<file path="src/rtl/instr_encoder_if.sv">
// Request and memory-write bus of the instruction encoder.
// master drives requests and accepts writes; slave is the encoder.
interface instr_encoder_if #(
  parameter int unsigned ADDR_W = 32
);
  logic              req_valid;
  logic              req_ready;
  logic [2:0]        req_cls;
  logic [4:0]        req_rd;
  logic [4:0]        req_rs1;
  logic [4:0]        req_rs2;
  logic [2:0]        req_funct3;
  logic              req_f7b5;
  logic [20:0]       req_imm;
  logic              wr_en;
  logic [ADDR_W-1:0] wr_addr;
  logic [31:0]       wr_data;
  logic              wr_ready;

  modport master (
    output req_valid, req_cls, req_rd, req_rs1, req_rs2, req_funct3, req_f7b5, req_imm,
    output wr_ready,
    input  req_ready, wr_en, wr_addr, wr_data
  );

  modport slave (
    input  req_valid, req_cls, req_rd, req_rs1, req_rs2, req_funct3, req_f7b5, req_imm,
    input  wr_ready,
    output req_ready, wr_en, wr_addr, wr_data
  );
endinterface

</file>
<file path="src/rtl/instr_encoder.sv">
// RV32I instruction encoder feeding a FIFO that writes words to consecutive memory addresses.
// Optional ENC_ILLEGAL_NOP_EN: illegal requests push a NOP instead of being dropped.
module instr_encoder #(
  parameter int unsigned DEPTH     = 4,
  parameter int unsigned ADDR_W    = 32,
  parameter int unsigned BASE_ADDR = 0
) (
  input  logic                     clk,
  input  logic                     rst_n,
  instr_encoder_if.slave           bus,
  input  logic                     restart,
  output logic                     err,
  output logic [$clog2(DEPTH):0]   fill
);

  localparam int unsigned PTR_W  = $clog2(DEPTH);
  localparam int unsigned FILL_W = PTR_W + 1;
  localparam logic [FILL_W-1:0] FULL = FILL_W'(DEPTH);
  localparam logic [ADDR_W-1:0] BASE = ADDR_W'(BASE_ADDR);

  typedef enum logic [6:0] {
    OP_LOAD   = 7'b0000011,
    OP_STORE  = 7'b0100011,
    OP_RTYPE  = 7'b0110011,
    OP_BRANCH = 7'b1100011,
    OP_IALU   = 7'b0010011,
    OP_JAL    = 7'b1101111
  } opcode_e;

  typedef enum logic {IDLE, WRITE} state_e;

  state_e            state_q;
  logic              wr_en_q;
  logic [ADDR_W-1:0] wr_addr_q;
  logic [31:0]       wr_data_q;
  logic              err_q;
  logic [31:0]       mem_q [DEPTH];
  logic [PTR_W-1:0]  rd_ptr_q, wr_ptr_q;
  logic [FILL_W-1:0] fill_q, fill_d;

  logic [31:0] enc_word, push_word;
  logic        illegal, i_fits, b_fits;
  logic        accept, push, pop;
  logic [20:0] imm;

  always_comb begin
    imm      = bus.req_imm;
    // Sign bits above the field width must all match the field's top bit
    i_fits   = (imm[20:11] == {10{imm[11]}});
    b_fits   = (imm[20:12] == {9{imm[12]}}) && !imm[0];
    enc_word = '0;
    illegal  = 1'b0;
    unique case (bus.req_cls)
      3'd0: begin
        enc_word = {imm[11:0], bus.req_rs1, bus.req_funct3, bus.req_rd, OP_LOAD};
        illegal  = !i_fits;
      end
      3'd1: begin
        enc_word = {imm[11:5], bus.req_rs2, bus.req_rs1, bus.req_funct3, imm[4:0], OP_STORE};
        illegal  = !i_fits;
      end
      3'd2: begin
        enc_word = {1'b0, bus.req_f7b5, 5'b00000, bus.req_rs2, bus.req_rs1, bus.req_funct3,
                    bus.req_rd, OP_RTYPE};
      end
      3'd3: begin
        enc_word = {imm[12], imm[10:5], bus.req_rs2, bus.req_rs1, bus.req_funct3,
                    imm[4:1], imm[11], OP_BRANCH};
        illegal  = !b_fits;
      end
      3'd4: begin
        enc_word = {imm[11:0], bus.req_rs1, bus.req_funct3, bus.req_rd, OP_IALU};
        illegal  = !i_fits;
      end
      3'd5: begin
        enc_word = {imm[20], imm[10:1], imm[11], imm[19:12], bus.req_rd, OP_JAL};
        illegal  = imm[0];
      end
      default: illegal = 1'b1;
    endcase
  end

  assign accept = bus.req_valid && bus.req_ready;
  assign pop    = wr_en_q && bus.wr_ready;

`ifdef ENC_ILLEGAL_NOP_EN
  assign push_word = illegal ? 32'h0000_0013 : enc_word;
  assign push      = accept;
`else
  assign push_word = enc_word;
  assign push      = accept && !illegal;
`endif

  always_comb begin
    fill_d = fill_q;
    unique case ({push, pop})
      2'b10:   fill_d = fill_q + FILL_W'(1);
      2'b01:   fill_d = fill_q - FILL_W'(1);
      default: fill_d = fill_q;
    endcase
  end

  always_ff @(posedge clk) begin
    if (push) mem_q[wr_ptr_q] <= push_word;
  end

  always_ff @(posedge clk) begin
    if (!rst_n) begin
      rd_ptr_q <= '0;
      wr_ptr_q <= '0;
      fill_q   <= '0;
      err_q    <= 1'b0;
    end else begin
      if (push) wr_ptr_q <= wr_ptr_q + PTR_W'(1);
      if (pop)  rd_ptr_q <= rd_ptr_q + PTR_W'(1);
      fill_q <= fill_d;
      err_q  <= accept && illegal;
    end
  end

  always_ff @(posedge clk) begin
    if (!rst_n) begin
      state_q   <= IDLE;
      wr_en_q   <= 1'b0;
      wr_addr_q <= BASE;
      wr_data_q <= '0;
    end else begin
      unique case (state_q)
        IDLE: begin
          if (fill_q != '0) begin
            state_q   <= WRITE;
            wr_en_q   <= 1'b1;
            wr_data_q <= mem_q[rd_ptr_q];
          end else if (restart && !accept) begin
            wr_addr_q <= BASE;
          end
        end
        WRITE: begin
          if (bus.wr_ready) begin
            wr_addr_q <= wr_addr_q + ADDR_W'(4);
            // With more than one entry the next head is already valid behind the current one
            if (fill_q > FILL_W'(1)) begin
              wr_data_q <= mem_q[rd_ptr_q + PTR_W'(1)];
            end else begin
              state_q <= IDLE;
              wr_en_q <= 1'b0;
            end
          end
        end
        default: begin
          state_q <= IDLE;
          wr_en_q <= 1'b0;
        end
      endcase
    end
  end

  assign bus.req_ready = (fill_q < FULL);
  assign bus.wr_en     = wr_en_q;
  assign bus.wr_addr   = wr_addr_q;
  assign bus.wr_data   = wr_data_q;
  assign err           = err_q;
  assign fill          = fill_q;

endmodule

</file>
<file path="src/flat_wrapper.sv">
// flat-port wrapper written by rule: the top's interface ports become plain ports
module instr_encoder_flat 
#(
  parameter int unsigned DEPTH     = 4,
  parameter int unsigned ADDR_W    = 32,
  parameter int unsigned BASE_ADDR = 0
)
  (clk, rst_n, restart, err, fill, bus_req_valid, bus_req_cls, bus_req_rd, bus_req_rs1, bus_req_rs2, bus_req_funct3, bus_req_f7b5, bus_req_imm, bus_wr_ready, bus_req_ready, bus_wr_en, bus_wr_addr, bus_wr_data);
  instr_encoder_if #(.ADDR_W(ADDR_W)) bus_i ();
  input  logic clk;
  input  logic rst_n;
  input  logic restart;
  output logic err;
  output logic [$clog2(DEPTH):0] fill;
  input wire logic [$bits(bus_i.req_valid)-1:0] bus_req_valid;
  input wire logic [$bits(bus_i.req_cls)-1:0] bus_req_cls;
  input wire logic [$bits(bus_i.req_rd)-1:0] bus_req_rd;
  input wire logic [$bits(bus_i.req_rs1)-1:0] bus_req_rs1;
  input wire logic [$bits(bus_i.req_rs2)-1:0] bus_req_rs2;
  input wire logic [$bits(bus_i.req_funct3)-1:0] bus_req_funct3;
  input wire logic [$bits(bus_i.req_f7b5)-1:0] bus_req_f7b5;
  input wire logic [$bits(bus_i.req_imm)-1:0] bus_req_imm;
  input wire logic [$bits(bus_i.wr_ready)-1:0] bus_wr_ready;
  output wire logic [$bits(bus_i.req_ready)-1:0] bus_req_ready;
  output wire logic [$bits(bus_i.wr_en)-1:0] bus_wr_en;
  output wire logic [$bits(bus_i.wr_addr)-1:0] bus_wr_addr;
  output wire logic [$bits(bus_i.wr_data)-1:0] bus_wr_data;
  assign bus_i.req_valid = bus_req_valid;
  assign bus_i.req_cls = bus_req_cls;
  assign bus_i.req_rd = bus_req_rd;
  assign bus_i.req_rs1 = bus_req_rs1;
  assign bus_i.req_rs2 = bus_req_rs2;
  assign bus_i.req_funct3 = bus_req_funct3;
  assign bus_i.req_f7b5 = bus_req_f7b5;
  assign bus_i.req_imm = bus_req_imm;
  assign bus_i.wr_ready = bus_wr_ready;
  assign bus_req_ready = bus_i.req_ready;
  assign bus_wr_en = bus_i.wr_en;
  assign bus_wr_addr = bus_i.wr_addr;
  assign bus_wr_data = bus_i.wr_data;
  instr_encoder #(.DEPTH(DEPTH), .ADDR_W(ADDR_W), .BASE_ADDR(BASE_ADDR)) u_core (.clk(clk), .rst_n(rst_n), .bus(bus_i), .restart(restart), .err(err), .fill(fill));
endmodule
</file>
<file path="config.mk">
export PLATFORM = sky130hd
export DESIGN_NAME = instr_encoder_flat
export DESIGN_NICKNAME = d
export VERILOG_FILES = /design/src/rtl/instr_encoder_if.sv /design/src/rtl/instr_encoder.sv /design/src/flat_wrapper.sv
export SDC_FILE = /design/constraint.sdc
export NUM_CORES = 1
export LEC_CHECK = 0
export CAP_MARGIN = 20
export CORE_UTILIZATION = 60
export CTS_CLUSTER_SIZE = 16
export DETAILED_ROUTE_END_ITERATION = 10
export PLACE_DENSITY_LB_ADDON = 0.08
export SKIP_LAST_GASP = 1
export SLEW_MARGIN = 20
export SYNTH_ARGS = -nofsm -noshare
export SYNTH_HDL_FRONTEND = slang
export SYNTH_SLANG_ARGS = --single-unit
</file>
<file path="constraint.sdc">
create_clock -name clk -period 6 [get_ports clk]
set_clock_uncertainty 0.05 [all_clocks]
set_input_delay 1.2 -clock clk [delete_from_list [all_inputs] [get_ports clk]]
set_output_delay 1.2 -clock clk [all_outputs]
set_load 0.02 [all_outputs]
</file>
### Word level (Yosys, flattened, before mapping)

Memory sizes are Yosys's and may differ from the RTL's. A register that Yosys moved wholly into a read port is not among the register bits.
Index checks and enable logic that the tools add are counted.

* register bits: 74
* bits in writable memories: 128
* input port bits: 48
* output and inout port bits: 70
* logic and storage cells: 73
* memories: 1

* add/sub/neg operators: 5
* order comparisons: 2
* equality and inequality tests: 15
* multiplexer cells: 23
* bitwise operators: 1
* reduce and logical (&&, ||, !) cells: 18

Memories
* u_core.mem_q: depth 4, bits a word 32, rd ports 2, clocked after Yosys merged registers in 1, write ports 1, RTL line instr_encoder.sv:37 `logic [31:0] mem_q [DEPTH];`

Operators with widths (number)
* $mux 32: 6
* $pmux 32 s6: 1
* $pmux 32 s2: 2
* $add 32x3->32 const B: 1
* $eq 9x9->1: 1
* $reduce_and 3->1: 3
* $eq 8x8->1: 1
* $mux 1: 8
* $ne 2x2->1 const B: 4
* $eq 3x2->1 const B: 2
* $eq 3x3->1 const B: 2
* $logic_and 1x1->1: 6
* $pmux 3 s2: 1
* $logic_not 1->1: 5
* $add 2x1->2 const B: 2
* $mux 2: 2
* $ne 2x1->1 const B: 2
* $pmux 1 s2: 2
* $pmux 1 s4: 1
* $add 3x1->3 const B: 1
* $eq 3x1->1 const B: 1
* $gt 3x1->1 const B: 1
* $logic_not 3->1: 1
* $lt 3x3->1 const B: 1
* 7 further kinds: 7

### Logic depth before layout (Yosys ltp)

Gate-level depths: netlist (run 1).

* depth after elaboration: 8
* depth in mapped cells: 11
* gate-level depth less buffers: 9

### Worst setup path before layout (run 1)

Ideal clock, no wire load.

* path kind: input to register
* start point: input port bus_req_cls[2]
* end point: memory u_core.mem_q[0][10], enable pin
* setup time: 0.390 ns
* arrival: 3.010 ns
* required time: 5.560 ns
* path slack: 2.550 ns
* stages on the path: 7
* path buffers: 2
* cell sequence: and2_1 -> clkbuf_1 -> nor2_1 -> o211ai_1 -> and4_1 -> clkbuf_1 -> and2_1

* cells in the longest elaborated chain, start to end: 7
* elaborated cells between the ends (all ways): 12
* those cells by class: 5 x eq/ne; 3 x mux; 4 x reduce/logical

Ends and longest elaborated chain
* from (decl): RTL line flat_wrapper.sv:16 `input wire logic [$bits(bus_i.req_cls)-1:0] bus_req_cls;`
* $eq 3x1->1, or another cell as far along: RTL line instr_encoder.sv:53 `unique case (bus.req_cls)`
* $reduce_or 3->1 (no line)
* $pmux 1 s4 (*): RTL line instr_encoder.sv:53
* $logic_not 1->1 (*): RTL line instr_encoder.sv:91 `assign push = accept && !illegal;`
* $logic_and 1x1->1 (*): RTL line instr_encoder.sv:91
* $mux 1 (*): RTL line instr_encoder.sv:104 `if (push) mem_q[wr_ptr_q] <= push_word;`
* $mux 1 (not written as such) (*): RTL line instr_encoder.sv:104
* to (decl): RTL line instr_encoder.sv:37

Every way passes the cells marked *; elsewhere a longest branch is shown, timed or not.

### Worst setup path after layout (run 1)

* start point: input port bus_req_cls[2]
* end point: memory u_core.mem_q[3][8], enable pin

Same word-level chain as after synthesis.

==> results of run 1 <==
-- layout by cell type, fill, tap and decap left out, drive strengths merged, types with 13 or more instances in the layout --
cell	count
o211a	30
inv	25
edfxtp	120
nand2	57
mux4	60
nor2	33
dfxtp	72
mux2i	39
clkdlybuf4s50	115
xnor2	23
o21ai	13
clkbuf	20
and2	18
-- registers in the layout (all words and copies together) (netlist names), named ones only --
| register | cells |
|---|---|
| u_core.bus.wr_addr | 30 |
| u_core.bus.wr_data | 30 |
| u_core.bus.wr_en | 1 |
| u_core.err | 1 |
| u_core.fill | 3 |
| u_core.mem_q | 120 |
| u_core.rd_ptr_q | 2 |
| u_core.state_q | 1 |
| u_core.wr_ptr_q | 2 |
-- layer usage --
| layer | track usage | part of all wire | vias to the layer above | wire (um) |
|---|---|---|---|---|
| met5 | 0 | 0 | - | 0 |
| met4 | 0.08967 | 0.017 | 0 | 349 |
| met3 | 0.05648 | 0.059 | 25 | 1187 |
| met2 | 0.4427 | 0.49 | 253 | 9877 |
| met1 | 0.3624 | 0.43 | 3042 | 8664 |
| li1 | - | - | 2733 | - |
-- cells by family after synthesis --
family                     share of synthesized area
adders and majority gates                    0.01376
xor gates and xnor gates                     0.02407
DFF                                           0.5546
other                                      0.0004123
buffers and inverters                        0.03136
muxes                                         0.1915
AOI/OAI and AO/OA                            0.07648
and+or+nand+nor                               0.1078
-- stage by stage --
step | hold WS [ns] | area, sq um | util | setup slack, ns | power, uW
final | 0.4409 | 10980 | 0.7500 | 1.575 | 3661
after global routing | 0.4617 | 10980 | 0.7500 | 1.355 | 3797
after CTS | 0.4423 | 10980 | 0.7500 | 1.617 | 3679
after detailed placement | 0.4296 | 10390 | 0.7092 | 1.205 | 2560
after global placement | 0.4209 | 10380 | 0.7087 | 1.334 | 2538
after floorplan | 0.4177 | 9100 | - | 2.550 | 2224
-- final timing paths --
check        depth (start not counted)                     end                    from  slack, ns
max                                  7      u_core.mem_q[3][8]          bus_req_cls[2]       1.57
min                                  2  u_core.bus.wr_addr[31]  u_core.bus.wr_addr[31]       0.44
max reg2reg                          4      u_core.mem_q[3][8]          u_core.fill[2]       3.35
min reg2reg                          2  u_core.bus.wr_addr[31]  u_core.bus.wr_addr[31]       0.44
-- worst max-delay path, delay by kind of cell --
kind / cells / cell delay (ns)
buf+inv: 2 / 1.18
simple gates: 4 / 1.91
compound gates: 1 / 0.21
-- power by group through the flow --
stage	Clock, uW	Combinational [uW]	Sequential [uW]
2_1_floorplan	0	510	1710
5_1_grt	1190	915	1700
6_report	1130	859	1670
3_5_place_dp	0	857	1700
4_1_cts	1140	864	1670
3_3_place_gp	0	846	1690
-- area by class of cell --
| type | instances | share of cell area |
|---|---|---|
| repair buffers | 125 | 0.1139 |
| flip-flops and latches | 192 | 0.4604 |
| multi-input cells | 407 | 0.3439 |
| well taps | 184 | 0.02096 |
| clock inverters | 12 | 0.01071 |
| inverters | 19 | 0.006494 |
| clock buffers | 20 | 0.04363 |
==> flow_summary.yaml, run 1 <==
floorplanning:
  die_area_sq_um: 15660
  die_width_um: 125.1
  io_pins: 118
  die_y_um: 125.1
  num_rows: 44
  core_sq_um: 14640
  start_util: 0.6212
synth:
  yosysTopAreaCellShare: 0.3961
  yosysUniqueCellTypes: 53
  async_flop_share: 0
  synthCells: 666
  synth.top_cells.by_count: "edfxtp_1, dfxtp_1, mux4_2"
  ys_seq_area_frac: 0.5546
  yosysMostFrequentCell: "edfxtp_1"
  avgSynthCellArea_sq_um: 13.66
  synthFlopType: "edfxtp_1"
  post-synth-top-area-cell: "edfxtp_1"
  synth_area_sq_um: 9096
  synth_warnings: 0
  synth-edff-count: 120
  ys_seq_elements: 192
  synthTopCellsByArea: "edfxtp_1, dfxtp_1, mux4_2"
clock_network:
  cts_sinks: 192
  clk_latency_ns: 0.44
  clk_pin_slew_ns: 0.07
  post_cts_buffers: 0
  cts_tree: "built"
  cts_max_level: 4
  clockBufferDepth: 2
  cts_hold_buf: 0
  ctsResizeCount: 0
  numCtsBuffers: 17
  cts_root_buf: "clkbuf_16"
power:
  ir_drop_uv: 210.0
  power.switching_uw: 1060
  swShare: 0.2895
  pwr-share-comb: 0.235
  p_per_area_nw_per_um2: 333.3
  cellLeakagePower_uw: 0.003855
  power_frac_clock: 0.309
  seqPwrFrac: 0.456
  p_int_uw: 2601
drt:
  drtAntennaViolNets: 0
  vias: 6053
  routedWlPerCell_um: 20.94
  finalWirelength_um: 20080
  drtPass1Iterations: 7
  drt-vias-per-instance: 6.312
  drtIter0Drc: 474
  drc: 0
finish:
  nets: 820
  syn_to_final_growth_pct: 20.74
  layout.cells.non_filler: 959
  multi_input_area_sq_um: 3777
  diodes: 0
  drive_above_1_share: 0.1523
  num-fill-cells: 884
  seq_area_sq_um: 5056
setup_path:
  path_class: "primary input to register"
  slowest_stage: "clkdlybuf4s50_1"
  crit_path_start_kind: "primary input"
  cpPeakStageDelay_ns: 0.93
  cp-end-kind: "register"
  cp.required_ns: 6.10
  cp.arrival_ns: 4.52
  cpMostUsedCell: "and2_1"
  crit_chain: "clkdlybuf4s50_1, and2_1, or3b_2, a2bb2oi_1, and4_1, and2_1, buf_12"
  crit_fanout: 23
timing:
  rsz0062_at_grt: "no"
  finalHoldViolCount: 0
  relSlewSlack: 0.3307
  fmax_mhz: 226.0
  tightest_slew_ns: 1.001
  finalCritPeriodShare: 0.7375
  setup_viol: 0
  slew_violations: 0
  fin_crit_ns: 4.425
  tns_ns: 0
outcome:
  status: "completed"
worst_hold_path:
  hold_path.class: "register to register"
placement:
  place_congestion: 0.8375
  io_buffers: 115
  dp_hpwl_um: 13110
  place_inst: 927
global_route:
  grt_max_degree: 61
  grt_pass1_wl_um: 32250
  antenna_found_initial: 0
  grt_overflow: 0
  grt_pass1_vias: 6048
  track_usage: 0.2699
flow_run:
  cap_violations: 0
Note: power is estimated with default switching activity, not from simulation.
==> inputs of run 2 (changes only) <==
--- a/config.mk
+++ b/config.mk
@@ -6,7 +6,7 @@
 export NUM_CORES = 1
 export LEC_CHECK = 0
 export CAP_MARGIN = 20
-export CORE_UTILIZATION = 60
+export CORE_UTILIZATION = 50
 export CTS_CLUSTER_SIZE = 16
 export DETAILED_ROUTE_END_ITERATION = 10
 export PLACE_DENSITY_LB_ADDON = 0.08
==> constraint.sdc (replaced) <==
create_clock -name clk -period 3.6 [get_ports clk]
set_clock_uncertainty 0.05 [all_clocks]
set_input_delay 0.72 -clock clk [delete_from_list [all_inputs] [get_ports clk]]
set_output_delay 0.72 -clock clk [all_outputs]
set_load 0.02 [all_outputs]
==> flow_summary.yaml, run 2 (synthesized netlist as in run 1, its figures left out) <==
setup_path:
  cp-end-kind: "register"
  path_class: "primary input to register"
  crit_fanout: 5
  crit_path_start_kind: "primary input"
  cp.arrival_ns: 3.24
  cp.required_ns: 3.91
clock_network:
  cts_tree: "built"
  post_cts_buffers: 0
  ctsResizeCount: 0
  cts_root_buf: "clkbuf_16"
  clk_latency_ns: 0.44
  numCtsBuffers: 17
  clk_pin_slew_ns: 0.07
  cts_max_level: 4
  cts_sinks: 192
  clockBufferDepth: 2
  cts_hold_buf: 0
outcome:
  status: "completed"
drt:
  drt-vias-per-instance: 5.979
  vias: 6057
  drtPass1Iterations: 7
  drtAntennaViolNets: 0
  drtIter0Drc: 565
  routedWlPerCell_um: 20.04
  finalWirelength_um: 20300
  drc: 0
finish:
  largest_reg_flops: 120
  largest-register: "u_core.mem_q"
  drive_above_1_share: 0.1701
  diodes: 0
  syn_to_final_growth_pct: 22.52
  nets: 833
  seq_area_sq_um: 5050
  multi_input_area_sq_um: 3777
  layout_commonest_cell: "edfxtp_1"
  final_cell_mix: "edfxtp_1, clkdlybuf4s50_1, dfxtp_1"
  design_area_sq_um: 11140
  num-fill-cells: 1345
timing:
  tns_ns: 0
  rsz0062_at_grt: "no"
  finalCritPeriodShare: 0.8150
  fin_ws_ns: 0.6661
  fin_crit_ns: 2.934
  relSlewSlack: 0.3656
  setup_viol: 0
  tightest_slew_ns: 0.9493
  finalHoldViolCount: 0
  fmax_mhz: 340.8
  slew_violations: 0
global_route:
  track_usage: 0.2291
  grt_pass1_vias: 5929
  grt_overflow: 0
  grt_pass1_wl_um: 31580
  grt_max_degree: 61
  antenna_found_initial: 0
placement:
  dp_hpwl_um: 14030
  place_area_sq_um: 10500
  place_congestion: 0.9162
  dp_worst_setup_slack_ns: 0.2228
  io_buffers: 115
floorplanning:
  die_width_um: 136.9
  num_rows: 48
  core_sq_um: 17540
  die_y_um: 136.9
  start_util: 0.5187
  die_area_sq_um: 18740
  io_pins: 118
worst_hold_path:
  hold_path.class: "register to register"
power:
  p_total_uw: 6259
  p_per_area_nw_per_um2: 561.6
  ir_drop_uv: 369.5
  cellLeakagePower_uw: 0.003936
flow_run:
  cap_violations: 0
[run 2: cell count changes in the layout (fill, tap and decap cells not counted), moves of 3 or more]
cell	delta
buf_4	+15
dfxtp_2	+4
inv_8	+4
dfxtp_4	-3
[run 2: path summary, 6_finish.rpt]
| kind | from | end | depth (start not counted) | slack, ns |
|---|---|---|---|---|
| min | u_core.bus.wr_data[14] | u_core.bus.wr_data[14] | 1 | 0.45 |
| min reg2reg | u_core.bus.wr_data[14] | u_core.bus.wr_data[14] | 1 | 0.45 |
| max reg2reg | u_core.state_q | u_core.bus.wr_data[26] | 6 | 1.20 |
| max | bus_req_cls[2] | u_core.fill[2] | 9 | 0.67 |
[run 2: layout make-up]
type	instances	area share
Timing Repair Buffer	138	0.1188
Inverter	19	0.006399
Clock buffer	17	0.03817
Multi-Input combinational cell	407	0.3389
Sequential cell	192	0.4531
Tap cell	225	0.02526
Clock inverter	15	0.01931
[run 2: report_power, final]
group / internal, uW / switching, uW / total [uW] / leakage [uW]
registers: 2540 / 147 / 2680 / 0.00168
logic: 762 / 791 / 1550 / 0.00194
clock network: 1130 / 890 / 2020 / 0.000315
total: 4430 / 1830 / 6260 / 0.00394
[run 2: critical path, stage by stage]
cell and delay, ns:
clkdlybuf4s50_1 0.49, and2_1 0.21, or3b_2 0.45, a2bb2oi_1 0.17
and4_1 0.27, inv_1 0.08, ha_1 0.27, or3_1 0.40
a21boi_0 0.18
[run 2: layer usage]
metal  GRT usage  vias up  part of all wire
li1            -     2773                 -
met1      0.3025     3048              0.44
met5           0        -                 0
met2      0.3796      207              0.49
met3     0.04037       29             0.056
met4     0.08486        0             0.019
[run 2: through the flow]
step                utilization  instances  hold WS, ns
floorplan                     -        667       0.4177
global placement         0.5990        981       0.4115
detailed placement       0.5990        981       0.4347
CTS                      0.6355       1013       0.4515
global route             0.6355       1013       0.4645
finish                   0.6355       1013       0.4482
==> inputs of run 3 (changes only) <==
==> constraint.sdc (replaced) <==
create_clock -name clk -period 2.4 [get_ports clk]
set_clock_uncertainty 0.05 [all_clocks]
set_input_delay 0.48 -clock clk [delete_from_list [all_inputs] [get_ports clk]]
set_output_delay 0.48 -clock clk [all_outputs]
set_load 0.02 [all_outputs]
==> flow_summary.yaml, run 3 (synthesized netlist as in run 1, its figures left out) <==
setup_path:
  crit_fanout: 6
  slowest_stage: "clkdlybuf4s50_1"
  path_class: "primary input to register"
  cp-end-kind: "register"
  cpPeakStageDelay_ns: 0.42
  r2r_start: "u_core.fill[1]"
  reg2reg_to: "u_core.bus.wr_addr[28]"
  r2r_cells: 7
  crit_chain: "clkdlybuf4s50_1, buf_4, xor2_1, and2_1, a2bb2oi_2, and4_4, inv_2, ha_4, mux2i_1, or3_1, a21boi_1"
  crit_path_start_kind: "primary input"
  reg2reg_slack_ns: 0.21
  cp.arrival_ns: 2.63
  cp.required_ns: 2.72
clock_network:
  cts_tree: "built"
  cts_sinks: 192
  cts_max_level: 4
  clockBufferDepth: 2
  cts_root_buf: "clkbuf_16"
  numCtsBuffers: 17
  clk_pin_slew_ns: 0.07
  post_cts_buffers: 0
  cts_hold_buf: 0
  clk_latency_ns: 0.44
outcome:
  status: "completed"
finish:
  final_cell_mix: "edfxtp_1, clkdlybuf4s50_1, dfxtp_1"
  layout_commonest_cell: "edfxtp_1"
  diodes: 0
  nets: 869
  design_area_sq_um: 11560
  layout.cells.non_filler: 1049
  final_util: 0.6590
  largest-register: "u_core.mem_q"
  largest_reg_flops: 120
  drive_above_1_share: 0.2184
  syn_to_final_growth_pct: 27.06
global_route:
  antenna_found_initial: 0
  grt_pass1_vias: 6161
  grt_overflow: 0
  grt_max_degree: 61
  grt_pass1_wl_um: 32900
  track_usage: 0.2403
worst_hold_path:
  hp-start: "u_core.bus.wr_addr[31]"
  hold_path.class: "register to register"
  holdPathEnd: "u_core.bus.wr_addr[31]"
  worstHoldPathCells: 2
floorplanning:
  die_y_um: 136.9
  core_sq_um: 17540
  io_pins: 118
  start_util: 0.5187
  num_rows: 48
  die_area_sq_um: 18740
  die_width_um: 136.9
timing:
  relSlewSlack: 0.5631
  fmax_mhz: 432.3
  finalCritPeriodShare: 0.9639
  setup_viol: 0
  rsz0062_at_grt: "no"
  fin_ws_ns: 0.08657
  tightest_slew_ns: 0.6544
  finalHoldViolCount: 0
  slew_violations: 0
  whs_ns: 0.4433
  fin_crit_ns: 2.313
power:
  cellLeakagePower_uw: 0.004161
  p_per_area_nw_per_um2: 810.7
  ir_drop_uv: 674.8
drt:
  drtPass1Iterations: 5
  finalWirelength_um: 21410
  drc: 0
  drt-vias-per-instance: 5.900
  drtIter0Drc: 462
  routedWlPerCell_um: 20.41
  vias: 6189
  drtAntennaViolNets: 0
placement:
  dp_worst_setup_slack_ns: -0.5066
  place_area_sq_um: 10910
  io_buffers: 115
  dp_hpwl_um: 15010
  place_inst: 1017
  place_congestion: 0.8522
flow_run:
  cap_violations: 0
==> run 3: cell types whose count changed in the layout (fill, tap and decap cells not counted), moves of 2 or more <==
cell             previous run  this run
buf_4                      23        48
buf_12                      0         9
and2_1                     17        12
and2_2                      1         5
clkdlybuf4s50_1           115       111
dlymetal6s2s_1              0         4
buf_6                       0         2
clkinvlp_4                  0         2
nor3_1                      6         4
nor3_2                      0         2
==> run 3: what timing repair did <==
| action | 4_1_cts | 5_1_grt |
|---|---|---|
| pin swaps | 0 | 4 |
| endpoints found under the setup margin | 83 | 123 |
| resized for setup | 2 | 11 |
==> run 3: worst max path at each step <==
| stage | end | from | depth (start not counted) |
|---|---|---|---|
| after CTS | u_core.fill[2] | bus_req_imm[16] | 10 |
| after global placement | u_core.mem_q[3][28] | bus_req_imm[16] | 8 |
| after floorplan | u_core.fill[2] | bus_req_cls[2] | 9 |
| final | u_core.fill[2] | bus_req_cls[2] | 11 |
| after global routing | u_core.fill[2] | bus_req_cls[2] | 11 |
| after detailed placement | u_core.fill[2] | bus_req_imm[16] | 10 |
==> run 3: final cells by class <==
type,instances,area (sq um)
Fill cell,1291,5979
Sequential cell,192,5049
Multi-Input combinational cell,407,3834
Timing Repair Buffer,174,1724
Clock buffer,17,425.4
Tap cell,225,281.5
Clock inverter,15,172.7
Inverter,19,71.32
==> run 3: routing by layer <==
metal | up-vias | global-route usage | routed length [um]
met3 | 28 | 0.04926 | 1064
met5 | - | 0 | 0
met4 | 0 | 0.07692 | 304
li1 | 2842 | - | -
met1 | 3137 | 0.3092 | 9113
met2 | 182 | 0.4075 | 10930
==> run 3: critical path, delay by kind of cell <==
family,cells,cell delay [ns]
and+or+nand+nor,3,0.78
buffers and inverters,3,0.63
AOI/OAI and AO/OA,2,0.32
adders and majority gates,1,0.15
xor gates and xnor gates,1,0.14
muxes,1,0.12
==> run 3: through the flow <==
stage | total power, uW | setup TNS, ns
after floorplan | 5571 | 0
after global placement | 6527 | -48.37
after detailed placement | 6585 | -58.11
after CTS | 9443 | 0
after global routing | 9763 | 0
final | 9369 | 0
==> run 3: power breakdown <==
part	internal [uW]	total [uW]	switching [uW]	leakage, uW
combinational	1250	2510	1260	0.00219
sequential	3810	3990	186	0.00168
clock	1570	2870	1300	0.000286
total	6620	9370	2750	0.00416
==> RTL edit, RTL diff (settings of run 1) <==
`ADDR_W` is set to 32 in 3 places; all go to 16.
--- a/src/rtl/instr_encoder_if.sv
+++ b/src/rtl/instr_encoder_if.sv
@@ -1,7 +1,7 @@
 // Request and memory-write bus of the instruction encoder.
 // master drives requests and accepts writes; slave is the encoder.
 interface instr_encoder_if #(
-  parameter int unsigned ADDR_W = 32
+  parameter int unsigned ADDR_W = 16
 );
   logic              req_valid;
   logic              req_ready;
--- a/src/rtl/instr_encoder.sv
+++ b/src/rtl/instr_encoder.sv
@@ -2,7 +2,7 @@
 // Optional ENC_ILLEGAL_NOP_EN: illegal requests push a NOP instead of being dropped.
 module instr_encoder #(
   parameter int unsigned DEPTH     = 4,
-  parameter int unsigned ADDR_W    = 32,
+  parameter int unsigned ADDR_W    = 16,
   parameter int unsigned BASE_ADDR = 0
 ) (
   input  logic                     clk,
--- a/src/flat_wrapper.sv
+++ b/src/flat_wrapper.sv
@@ -2,7 +2,7 @@
 module instr_encoder_flat 
 #(
   parameter int unsigned DEPTH     = 4,
-  parameter int unsigned ADDR_W    = 32,
+  parameter int unsigned ADDR_W    = 16,
   parameter int unsigned BASE_ADDR = 0
 )
   (clk, rst_n, restart, err, fill, bus_req_valid, bus_req_cls, bus_req_rd, bus_req_rs1, bus_req_rs2, bus_req_funct3, bus_req_f7b5, bus_req_imm, bus_wr_ready, bus_req_ready, bus_wr_en, bus_wr_addr, bus_wr_data);
Ports: changed (resized bus_wr_addr); port bits go from 118 to 102. The function was not compared with the original's and may differ.
==> RTL edit against run 1 <==
Sequential cell count fell by 16. Largest cell class unchanged. Final area is 8.9% lower. Largest power group unchanged. Synthesized cell count is 9.0% lower. Count of clock-buffer cells in the layout fell by 1. Total power rose by 0.67%. Sequential share of layout area up 1.2 points. Routed wire length fell by 2.6%. Synthesized area fell by 8.9%. Worst setup slack better by 0.34 ns.
==> RTL edit: results (changes against run 1) <==
Routing:
- The number of vias after detailed routing is 5594 (-7.6%).
- The overall routed net length is 19.5 mm (-2.6%).
- The length of the first detailed-routing pass in iterations came to 8 (+1).

GRT:
- The global-route wire length before repair is 29.8 mm (-7.4%).
- The all-layer global routing usage came to 0.284 (+0.0142).
- The maximum number of pins on one net before global-route repair is 45 (-26%).
- The number of global-route vias before repair is 5516 (-8.8%).

Setup path:
- The logic depth of the worst register-to-register path came to 5 (+1).
- The peak per-stage delay on the critical path is 0.86 ns (-0.07 ns).
- The maximum fanout along the worst path came to 26 (+13%).

Placement:
- The post-place setup slack is 1.51 ns (+0.301 ns).
- The placed wire-length estimate is 12.4 mm (-5.7%).
- The count of port buffers added during placement is 99 (-14%).
- The placer congestion estimate came to 0.864 (+3.2%).

Power:
- The leakage power was 3.62 nW (-6.0%).
- The maximum resistive drop on vdd is 251 uV (+20%).

Worst hold path:
- The count of cells along the worst hold path was 1 (-1).

Synthesis:
- After synthesis, the most frequently instantiated cells are edfxtp_1, nand2_1, mux4_2, dfxtp_1, nand3_1.
- The sequential-to-total area share from yosys stat came to 0.570 (+0.0154).
- Yosys attributes the largest share of cell area to edfxtp_1, mux4_2, dfxtp_1.

Status:
- The run finished with clean final reports.

Timing:
- The relative slew slack is 0.295 (-0.0354).

Layout:
- The share of final-layout standard cells stronger than drive strength 1 is 0.165 (+0.0125).
- The number of nets in the layout came to 749 (-8.7%).
- The count of fill cells added during filler insertion was 856 (-3.2%).
## RTL edit: cell families after synthesis
kind of cell,Yosys count,synth area share
buffers and inverters,65,0.0338
flip-flops,176,0.570
XOR/XNOR,17,0.0180
adder cells (fa/ha/maj),10,0.0151
multiplexers,68,0.173
AO/OA/AOI/OAI,84,0.0808
AND/OR/NAND/NOR,185,0.109
other,1,0.000452
## RTL edit: where the power goes
| part | leakage, nW | internal (mW) | total (mW) | switching [mW] |
|---|---|---|---|---|
| Combinational | 1.78 | 0.482 | 1.03 | 0.545 |
| Sequential | 1.56 | 1.43 | 1.54 | 0.106 |
| Clock | 0.290 | 0.647 | 1.12 | 0.475 |
## RTL edit: final cells by class
class	count	area (um2)	area share
inverters	21	78.8	0.00788
well taps	176	220	0.0220
clock buffers	19	454	0.0454
multi-input cells	366	3300	0.330
repair buffers	109	1080	0.108
flip-flops and latches	176	4730	0.473
clock inverters	13	149	0.0149
## RTL edit: layer usage
metal | vias to the layer above | GRT usage | routed length [um]
li1 | 2483 | - | -
met5 | - | 0 | 0
met4 | 0 | 0.123 | 520
met3 | 35 | 0.0599 | 1140
met1 | 2845 | 0.353 | 7470
met2 | 231 | 0.483 | 10400
## RTL edit: path summary, 6_finish.rpt
path | startpoint | end | slack [ns]
worst max-delay path | bus_req_cls[0] | u_core.mem_q[3][7] | 1.91
worst min register to register | u_core.bus.wr_data[24] | u_core.bus.wr_data[24] | 0.45
worst max register to register | u_core.state_q | u_core.bus.wr_data[23] | 2.97
worst min-delay path | u_core.bus.wr_data[24] | u_core.bus.wr_data[24] | 0.45
## RTL edit: per-stage QoR
step / hold slack, ns / std cells
after global routing: 0.463 / 880
final: 0.449 / 880
after global placement: 0.429 / 846
after detailed placement: 0.435 / 847
after floorplan: 0.418 / 607
after CTS: 0.450 / 879
